==> config.mk <==
export PLATFORM = sky130hd
export DESIGN_NAME = operand_fetch
export DESIGN_NICKNAME = d
export VERILOG_FILES = /design/src/rtl/sp_pkg.sv /design/src/rtl/sp_regfile.sv /design/src/rtl/operand_fetch.sv
export SDC_FILE = /design/constraint.sdc
export NUM_CORES = 2
export LEC_CHECK = 0
export BUFFER_PORTS_ARGS = -buffer_cell sky130_fd_sc_hd__buf_2
export CORE_MARGIN = 5
export CORE_UTILIZATION = 30
export CTS_BUF_LIST = sky130_fd_sc_hd__clkbuf_4
export CTS_CLUSTER_DIAMETER = 120
export DETAILED_ROUTE_END_ITERATION = 12
export PLACE_DENSITY_LB_ADDON = 0.15
export SLEW_MARGIN = 20
export SYNTH_ARGS = -nofsm -noshare
export SYNTH_HDL_FRONTEND = slang
export SYNTH_SLANG_ARGS = --single-unit
==> constraint.sdc <==
create_clock -name clk_i -period 27.9 [get_ports clk_i]
set_input_delay 8.37 -clock clk_i [delete_from_list [all_inputs] [get_ports clk_i]]
set_output_delay 8.37 -clock clk_i [all_outputs]
set_load 0.05 [all_outputs]
==> src/rtl/sp_pkg.sv <==
// Shared types for the issue/execute slice: datapath width, function codes
// and the decoded instruction bundle handed to operand_fetch.
package sp_pkg;

    localparam int DATA_WIDTH       = 32;
    localparam int NUM_REGS_DEFAULT = 16;
    localparam int REG_AW           = $clog2(NUM_REGS_DEFAULT);

    typedef enum logic [3:0] {
        FUNC_AND   = 4'h0,
        FUNC_OR    = 4'h1,
        FUNC_XOR   = 4'h2,
        FUNC_NOT   = 4'h3,
        FUNC_ADD   = 4'h4,
        FUNC_SUB   = 4'h5,
        FUNC_SLL   = 4'h6,
        FUNC_SRL   = 4'h7,
        FUNC_SRA   = 4'h8,
        FUNC_SLT   = 4'h9,
        FUNC_SLTU  = 4'hA,
        FUNC_PASSA = 4'hB,
        FUNC_PASSB = 4'hC,
        FUNC_NAND  = 4'hD,
        FUNC_NOR   = 4'hE,
        FUNC_XNOR  = 4'hF
    } func_t;

    typedef struct packed {
        func_t             func;
        logic [REG_AW-1:0] rd;
        logic [REG_AW-1:0] rs1;
        logic [REG_AW-1:0] rs2;
    } instr_t;

    // A register is still busy unless this cycle's writeback retires it.
    function automatic logic still_pending(input logic [NUM_REGS_DEFAULT-1:0] pend,
                                           input logic [REG_AW-1:0]           addr,
                                           input logic                        wb_live,
                                           input logic [REG_AW-1:0]           wb_addr);
        return pend[addr] & ~(wb_live & (wb_addr == addr));
    endfunction

endpackage

==> src/rtl/sp_regfile.sv <==
// Architectural register file: two combinational read ports, one write port,
// register 0 hardwired to zero.
module sp_regfile
    import sp_pkg::*;
#(
    parameter int  NUM_REGS = NUM_REGS_DEFAULT,
    localparam int AW       = $clog2(NUM_REGS)
) (
    input  logic                  clk_i,
    input  logic                  arst_i,
    input  logic                  we_i,
    input  logic [AW-1:0]         waddr_i,
    input  logic [DATA_WIDTH-1:0] wdata_i,
    input  logic [AW-1:0]         raddr1_i,
    input  logic [AW-1:0]         raddr2_i,
    output logic [DATA_WIDTH-1:0] rdata1_o,
    output logic [DATA_WIDTH-1:0] rdata2_o
);

    logic [DATA_WIDTH-1:0] regs_q [NUM_REGS];
    logic [DATA_WIDTH-1:0] regs_d [NUM_REGS];

    // Next-state of the array; address 0 is forced back to zero every cycle.
    always_comb begin
        regs_d = regs_q;
        if (we_i && (waddr_i != {AW{1'b0}})) begin
            regs_d[waddr_i] = wdata_i;
        end else begin
            regs_d[waddr_i] = regs_q[waddr_i];
        end
        regs_d[0] = {DATA_WIDTH{1'b0}};
    end

    // Storage update with asynchronous clear.
    always_ff @(posedge clk_i or posedge arst_i) begin
        if (arst_i) begin
            for (int i = 0; i < NUM_REGS; i++) begin
                regs_q[i] <= {DATA_WIDTH{1'b0}};
            end
        end else begin
            regs_q <= regs_d;
        end
    end

    assign rdata1_o = (raddr1_i == {AW{1'b0}}) ? {DATA_WIDTH{1'b0}} : regs_q[raddr1_i];
    assign rdata2_o = (raddr2_i == {AW{1'b0}}) ? {DATA_WIDTH{1'b0}} : regs_q[raddr2_i];

endmodule

==> src/rtl/operand_fetch.sv <==
// Issue stage: register read with writeback bypass, pending-write scoreboard
// and a one-entry registered operand bundle towards the execute units.
module operand_fetch
    import sp_pkg::*;
#(
    parameter int  NUM_REGS = NUM_REGS_DEFAULT,
    localparam int AW       = $clog2(NUM_REGS)
) (
    input  logic                  clk_i,
    input  logic                  arst_i,
    input  logic                  instr_valid_i,
    output logic                  instr_ready_o,
    input  instr_t                instr_i,
    input  logic                  wb_en_i,
    input  logic [AW-1:0]         wb_addr_i,
    input  logic [DATA_WIDTH-1:0] wb_data_i,
    output logic                  op_valid_o,
    input  logic                  op_ready_i,
    output func_t                 opcode_o,
    output logic [AW-1:0]         rd_o,
    output logic [DATA_WIDTH-1:0] rs1_data_o,
    output logic [DATA_WIDTH-1:0] rs2_data_o,
    output logic [NUM_REGS-1:0]   pending_o
);

    logic [NUM_REGS-1:0]   pending_q, pending_d;
    logic                  op_valid_q, op_valid_d;
    func_t                 opcode_q, opcode_d;
    logic [AW-1:0]         rd_q, rd_d;
    logic [DATA_WIDTH-1:0] rs1_q, rs1_d;
    logic [DATA_WIDTH-1:0] rs2_q, rs2_d;

    logic [DATA_WIDTH-1:0] rf_rs1_s, rf_rs2_s;
    logic [DATA_WIDTH-1:0] rs1_val_s, rs2_val_s;
    logic                  wb_live_s;
    logic                  hazard_s;
    logic                  ready_s;
    logic                  accept_s;

    sp_regfile #(.NUM_REGS(NUM_REGS)) u_regfile (
        .clk_i    (clk_i),
        .arst_i   (arst_i),
        .we_i     (wb_en_i),
        .waddr_i  (wb_addr_i),
        .wdata_i  (wb_data_i),
        .raddr1_i (instr_i.rs1),
        .raddr2_i (instr_i.rs2),
        .rdata1_o (rf_rs1_s),
        .rdata2_o (rf_rs2_s)
    );

    // Hazard detection, handshake and writeback bypass of the read data.
    always_comb begin
        wb_live_s = wb_en_i & (wb_addr_i != {AW{1'b0}});
        hazard_s  = still_pending(pending_q, instr_i.rs1, wb_live_s, wb_addr_i)
                  | still_pending(pending_q, instr_i.rs2, wb_live_s, wb_addr_i)
                  | still_pending(pending_q, instr_i.rd,  wb_live_s, wb_addr_i);
        ready_s   = (~op_valid_q | op_ready_i) & ~hazard_s;
        accept_s  = instr_valid_i & ready_s;
        if (wb_live_s && (wb_addr_i == instr_i.rs1)) begin
            rs1_val_s = wb_data_i;
        end else begin
            rs1_val_s = rf_rs1_s;
        end
        if (wb_live_s && (wb_addr_i == instr_i.rs2)) begin
            rs2_val_s = wb_data_i;
        end else begin
            rs2_val_s = rf_rs2_s;
        end
    end

    // Next bundle and scoreboard; a set on accept overrides a same-address clear.
    always_comb begin
        op_valid_d = op_valid_q;
        opcode_d   = opcode_q;
        rd_d       = rd_q;
        rs1_d      = rs1_q;
        rs2_d      = rs2_q;
        pending_d  = pending_q;
        if (accept_s) begin
            op_valid_d = 1'b1;
            opcode_d   = instr_i.func;
            rd_d       = instr_i.rd;
            rs1_d      = rs1_val_s;
            rs2_d      = rs2_val_s;
        end else if (op_valid_q && op_ready_i) begin
            op_valid_d = 1'b0;
        end else begin
            op_valid_d = op_valid_q;
        end
        if (wb_live_s) begin
            pending_d[wb_addr_i] = 1'b0;
        end else begin
            pending_d = pending_q;
        end
        if (accept_s && (instr_i.rd != {AW{1'b0}})) begin
            pending_d[instr_i.rd] = 1'b1;
        end else begin
            pending_d[0] = 1'b0;
        end
        pending_d[0] = 1'b0;
    end

    // Bundle and scoreboard state.
    always_ff @(posedge clk_i or posedge arst_i) begin
        if (arst_i) begin
            op_valid_q <= 1'b0;
            opcode_q   <= FUNC_AND;
            rd_q       <= {AW{1'b0}};
            rs1_q      <= {DATA_WIDTH{1'b0}};
            rs2_q      <= {DATA_WIDTH{1'b0}};
            pending_q  <= {NUM_REGS{1'b0}};
        end else begin
            op_valid_q <= op_valid_d;
            opcode_q   <= opcode_d;
            rd_q       <= rd_d;
            rs1_q      <= rs1_d;
            rs2_q      <= rs2_d;
            pending_q  <= pending_d;
        end
    end

    assign instr_ready_o = ready_s;
    assign op_valid_o    = op_valid_q;
    assign opcode_o      = opcode_q;
    assign rd_o          = rd_q;
    assign rs1_data_o    = rs1_q;
    assign rs2_data_o    = rs2_q;
    assign pending_o     = pending_q;

endmodule

[Word-level counts from Yosys, hierarchy flattened]
Cells that the tools add are included.
Cells by class
  magnitude comparators: 10
  reduce and logical (&&, ||, !) cells: 13
  bitwise operators: 23
  muxes and demuxes: 32
  equality and inequality tests: 3
Operators with widths (count)
  bitwise mux 512 bit: 2
  two-way mux 480 bit: 1
  binary-select mux 32 bit (select 4 bit): 3
  two-way mux 32 bit: 11
  demux 32 bit (select 4 bit): 1
  < comparator 4 x 5 -> 1 bit (second input constant): 4
  AND 16 bit: 1
  two-way mux 16 bit: 1
  NOT 16 bit: 1
  OR 16 bit: 1
  >= comparator 5 bit (second input constant): 3
  two-way mux 15 bit: 1
  NOT 4 -> 5 bit: 3
  binary-select mux 1 bit (select 4 bit): 3
  equality test 4 bit: 3
  AND 1 bit: 9
  demux 1 bit (select 4 bit): 2
  >= comparator 4 x 1 -> 1 bit (second input constant): 2
  logical AND 1 bit: 8
  logical NOT 4 bit: 2
  nonzero test 4 bit: 2
  two-way mux 1 bit: 7
  < comparator 5 x 1 -> 1 bit (second input constant): 1
  NOT 1 bit: 5
  other kinds (2): 4
Word-level totals
  bits in registers: 568
  logic and storage cells: 102

[Depth between registers and ports, before layout]
  depth in word-level cells: 12
  depth in mapped cells: 13
  gate-level depth less buffers: 6

[Cells and area by module]
From an unflattened synthesis, not the netlist that was laid out.
Unflattened totals
  cells, all modules: 3283
  area, all modules: 34614.4 um2
Modules (own cells, without submodules)
  sp_regfile: times used 1, cells an instance 2840, area each 29906.2 um2
  operand_fetch: times used 1, cells an instance 443, area each 4708.3 um2

[Least setup slack after synthesis]
Ideal clock, no wire load.
  kind: input port to output port
  start point: input port wb_addr_i[3]
  end point: output port instr_ready_o
  stages on the path: 9
  arrival: 10.362 ns
  slack: 9.168 ns
  buffers on the path: 4
  cell sequence: buf_2 -> clkbuf_1 -> buf_2 -> xnor2_1 -> nand4_1 -> o221ai_1 -> nand3_1 -> clkbuf_1 -> inv_1
Between the ends
  word-level cells in the longest chain between the ends: 9
Ends and longest elaborated chain
  from (decl): line operand_fetch.sv:15  | input logic [AW-1:0] wb_addr_i,
  nonzero test 4 bit: line operand_fetch.sv:54  | wb_live_s = wb_en_i & (wb_addr_i != {AW{1'b0}});
  AND 1 bit: line operand_fetch.sv:54
  AND 1 bit: line sp_pkg.sv:40  | return pend[addr] & ~(wb_live & (wb_addr == addr));
  NOT 1 bit: line sp_pkg.sv:40
  AND 1 bit: line sp_pkg.sv:40
  OR 1 bit: line operand_fetch.sv:56  | | still_pending(pending_q, instr_i.rs2, wb_live_s, wb_addr_i)
  OR 1 bit *: line operand_fetch.sv:57  | | still_pending(pending_q, instr_i.rd, wb_live_s, wb_addr_i);
  NOT 1 bit *: line operand_fetch.sv:58  | ready_s = (~op_valid_q | op_ready_i) & ~hazard_s;
  AND 1 bit *: line operand_fetch.sv:58
  to (decl): line operand_fetch.sv:12  | output logic instr_ready_o,
Every way passes the cells marked *; elsewhere a longest branch is shown, timed or not.

[Worst setup path in the final report]
  start point: input port instr_i[0] (netlist bit)
  end point: output port instr_ready_o
Between the ends
  word-level cells in the longest chain between the ends: 8
Ends and longest elaborated chain
  from (decl): line operand_fetch.sv:13  | input instr_t instr_i,
  branches (longest 3 deep; another with binary-select mux 1 bit (select 4 bit))
  AND 1 bit *: line sp_pkg.sv:40
  OR 1 bit *: line operand_fetch.sv:56
  OR 1 bit *: line operand_fetch.sv:57
  NOT 1 bit *: line operand_fetch.sv:58
  AND 1 bit *: line operand_fetch.sv:58
Every way passes the cells marked *. The select of a mux whose other input is x is not followed.

==> results.sh <==
export IMPL_setup_total_negative_slack_ns=0
export IMPL_drt_total_wl_mm=130
export IMPL_initial_utilization_pct=30.2
export IMPL_via_count=26900
export IMPL_postSynth_asyncResetShare_pct=100
export IMPL_grt_remaining_overflow=0
export IMPL_grt_max_degree=129
export IMPL_area_sequential_um2=14200
export IMPL_drt_vias_per_instance=5.69
export IMPL_grt_pass1_vias=27600
export IMPL_layout_area_overhead_vs_synth_pct=11.3
export IMPL_seq_area_frac_synth_pct=42.5
export IMPL_final_setup_viol_count=0
export IMPL_layout_drive_gt1_share_pct=31.2
export IMPL_placeableCoreArea_um2=111000
export IMPL_syn_inst=3087
export IMPL_cts_max_path_buffers=3
export IMPL_slew_limit_headroom_pct=26.4
export IMPL_syn_nets=3144
export IMPL_clock_skew_ns=0.0776
export IMPL_std_cell_rows=122
export IMPL_power_density_nw_per_um2=81.7
export IMPL_floorplan_die_area_um2=118000
export IMPL_finish_instance_area_um2=37200
export IMPL_post_cts_resize_count=0
export IMPL_worst_setup_path_end_kind="output pin"
export IMPL_detail_route_wl_per_cell_um=27.5
export IMPL_clk_transition_reported_paths_ns=0.06
export IMPL_setup_worst_path_start_class="input pin"
export IMPL_fin_crit_ns=20.63
export IMPL_first_pass_iters=6
export IMPL_ctsHoldBuffers=0
export IMPL_fmax_mhz=48.5
export IMPL_post_cts_setup_buffer_count=0
export IMPL_critical_path_max_fanout=76
export IMPL_cts_htree_levels=4
export IMPL_timing_critical_path_required_ns=19.53
export IMPL_hold_class="flop to flop"
export IMPL_clock_latency_ns=1.03
export IMPL_ys_dominant_reg_cell="sky130_fd_sc_hd__dfrtp_1"
export IMPL_grt_antenna_before_repair=4
export IMPL_ios=147
export IMPL_finalHoldViolCount=0
export IMPL_run_status="complete, no violations"
export IMPL_cts_buffers=169
export IMPL_total_power_draw_uw=3040
export IMPL_syn_avg_cell_area_um2=10.8
export IMPL_post_synth_instance_area_um2=33500
export IMPL_slew_violations=0
export IMPL_grt_setup_unrepaired="false"
export IMPL_criticalPathCategory="input pin to output pin"
export IMPL_vdd_drop_max_uv=30.6
export IMPL_multi_input_logic_area_um2=17900
export IMPL_ant_nets=0
export IMPL_layout_filler_cells=11300
export IMPL_count_of_nets_after_finishing=3186
export IMPL_synth_top_cells_by_area="sky130_fd_sc_hd__dfrtp_1, sky130_fd_sc_hd__mux4_2, sky130_fd_sc_hd__o21ai_0"
export IMPL_dpl_instance_area_um2=35200
export IMPL_tritoncts_num_sinks=568
export IMPL_yosysTopAreaCell="sky130_fd_sc_hd__dfrtp_1"
export IMPL_cts_root_buf="sky130_fd_sc_hd__clkbuf_4"
export IMPL_actual_slew_at_the_worst_max_slew_pin_ns=1.10
export IMPL_gp_congestion=0.820
export IMPL_global_route_total_usage_across_every_layer_pct=22.0
export IMPL_synth_lib_cells_used_distinct=59
export IMPL_cts_tree="done"
export IMPL_violation_count_after_the_first_detailed_routing_iteration=2422
export IMPL_total_leakage_power_uw=0.0156
export IMPL_synth_top_area_share_pct=42.5
export IMPL_dp_hpwl_mm=74.7
export IMPL_die_width_um=344
export IMPL_count_of_flip_flops_with_a_built_in_enable_after_synthesis=0
export IMPL_critical_path_arrival_ns=12.26
export IMPL_layout_worst_path_cycle_share_pct=73.9
export IMPL_synth_ff_latch_count=568
export IMPL_cap_violations=0
export IMPL_die_h_um=344
export IMPL_remaining_drc_errors=0
export IMPL_yosys_warnings=0
export IMPL_grt_first_pass_wirelength_mm=193
export IMPL_buffer_ports_inserted=145
## layout make-up
cell class,count,area share [%]
inverters,6,0.0806
well taps,1488,5.00
clock buffers,240,4.84
multi-input cells,2187,48.0
flip-flops and latches,568,38.2
repair buffers,197,3.22
clock inverters,44,0.645
diodes,3,0.0202
## power breakdown
| part | leakage [uW] | switching [uW] | internal (uW) | total, uW |
|---|---|---|---|---|
| Clock | 0.00121 | 379 | 410 | 789 |
| Sequential | 0.00725 | 225 | 1050 | 1270 |
| Combinational | 0.00711 | 569 | 416 | 985 |
## placed cells by master (no fill, tap or decap), drive strengths merged, types with 4 or more instances in the layout
master / count
nand2: 602
o21ai: 569
dfrtp: 568
mux4: 303
clkbuf: 240
mux2: 218
buf: 197
a21oi: 84
a221oi: 67
nor3: 64
nor2: 56
nor2b: 46
mux2i: 43
clkinv: 34
a22o: 16
o41ai: 14
a22oi: 11
inv: 10
nand3: 9
o22ai: 9
o2111ai: 8
xnor2: 8
nand2b: 6
o211ai: 6
nand3b: 5
xor2: 4
clkinvlp: 4
nand4: 4
## sequential cells by signal, indices dropped and copies added (netlist names)
signal and count:
op_valid_o 1, u_regfile.regs_q 480, rd_o 4, rs2_data_o 32
rs1_data_o 32, opcode_o 4, pending_o 15
## synth_stat cells, types with 3 or more instances
cell,count
sky130_fd_sc_hd__inv_1,4
sky130_fd_sc_hd__mux2_1,10
sky130_fd_sc_hd__clkbuf_2,4
sky130_fd_sc_hd__xor2_1,4
sky130_fd_sc_hd__a32oi_1,3
sky130_fd_sc_hd__a221oi_1,67
sky130_fd_sc_hd__buf_6,16
sky130_fd_sc_hd__mux4_2,303
sky130_fd_sc_hd__clkbuf_1,217
sky130_fd_sc_hd__nand3b_1,5
sky130_fd_sc_hd__o21ai_0,535
sky130_fd_sc_hd__nand3_1,9
sky130_fd_sc_hd__o41ai_1,14
sky130_fd_sc_hd__a21oi_1,84
sky130_fd_sc_hd__dfrtp_1,568
sky130_fd_sc_hd__o2bb2ai_1,3
sky130_fd_sc_hd__o22ai_1,7
sky130_fd_sc_hd__o2111ai_1,8
sky130_fd_sc_hd__mux2i_1,40
sky130_fd_sc_hd__nor2b_1,46
sky130_fd_sc_hd__xnor2_1,8
sky130_fd_sc_hd__o211ai_1,6
sky130_fd_sc_hd__nor2_1,55
sky130_fd_sc_hd__buf_4,10
sky130_fd_sc_hd__or2_2,3
sky130_fd_sc_hd__a2bb2oi_1,3
sky130_fd_sc_hd__mux2_2,208
sky130_fd_sc_hd__nand2_1,602
sky130_fd_sc_hd__mux2i_4,3
sky130_fd_sc_hd__nor3_1,64
sky130_fd_sc_hd__a22oi_1,11
sky130_fd_sc_hd__a22o_1,16
sky130_fd_sc_hd__o21ai_1,34
sky130_fd_sc_hd__buf_1,25
sky130_fd_sc_hd__nand4_1,3
sky130_fd_sc_hd__buf_2,53
sky130_fd_sc_hd__nand2b_1,6
sky130_fd_sc_hd__a31o_2,3
## stage by stage
step                      instances  hold WS, ns  util (%)  worst slack (ns)
after detailed placement       4446        0.477      31.8              7.34
final                          4733        0.483      33.7              7.27
after CTS                      4730        0.492      33.6              7.32
after floorplan                3087        0.477         -              3.64
after global routing           4731        0.509      33.7              7.08
after global placement         4446        0.470      31.8              7.36
## layer usage
metal  track usage [%]  wire (um)  part of all wire (%)  vias up
li1                  -          -                     -    11600
met1              29.7      55700                    43    13800
met2              34.2      59400                    46     1268
met3              5.24      10200                   7.8      280
met4              8.89       4900                   3.8        2
met5                 0          7                0.0054        -
## logic make-up (layout without fill, tap and decap cells)
family	count (synthesis)	after routing	share of synthesized area, %
AO/OA/AOI/OAI	809	809	13.8
flip-flops	568	568	42.5
buffers and inverters	332	487	4.44
XOR/XNOR	12	12	0.314
AND/OR/NAND/NOR	801	801	9.85
other	1	4	0.0112
multiplexers	564	564	29.1
## worst max-delay path, cell delays in order
cell	delay [ns]
sky130_fd_sc_hd__buf_6	0.65
sky130_fd_sc_hd__buf_4	0.90
sky130_fd_sc_hd__mux4_2	0.59
sky130_fd_sc_hd__nand2b_1	0.15
sky130_fd_sc_hd__a21oi_1	0.18
sky130_fd_sc_hd__o32a_1	0.29
sky130_fd_sc_hd__nand3_1	0.43
sky130_fd_sc_hd__inv_1	0.23
sky130_fd_sc_hd__buf_2	0.29
## final timing paths
| check | start | to | slack (ns) | cells past startpoint |
|---|---|---|---|---|
| min in group asynchronous | arst_i | rs2_data_o[23]$_DFFE_PP0P_ | 7.56 | 2 |
| max reg2reg | pending_o[13]$_DFF_PP0_ | rs1_data_o[14]$_DFFE_PP0P_ | 24.52 | 7 |
| min | rs2_data_o[11]$_DFFE_PP0P_ | rs2_data_o[11]$_DFFE_PP0P_ | 0.48 | 1 |
| min reg2reg | rs2_data_o[11]$_DFFE_PP0P_ | rs2_data_o[11]$_DFFE_PP0P_ | 0.48 | 1 |
| max | instr_i[0] | instr_ready_o | 7.27 | 9 |
| max in group asynchronous | arst_i | u_regfile.regs_q[69]$_DFFE_PP0P_ | 17.12 | 5 |
No activity file was read; power rests on OpenSTA's default activity.
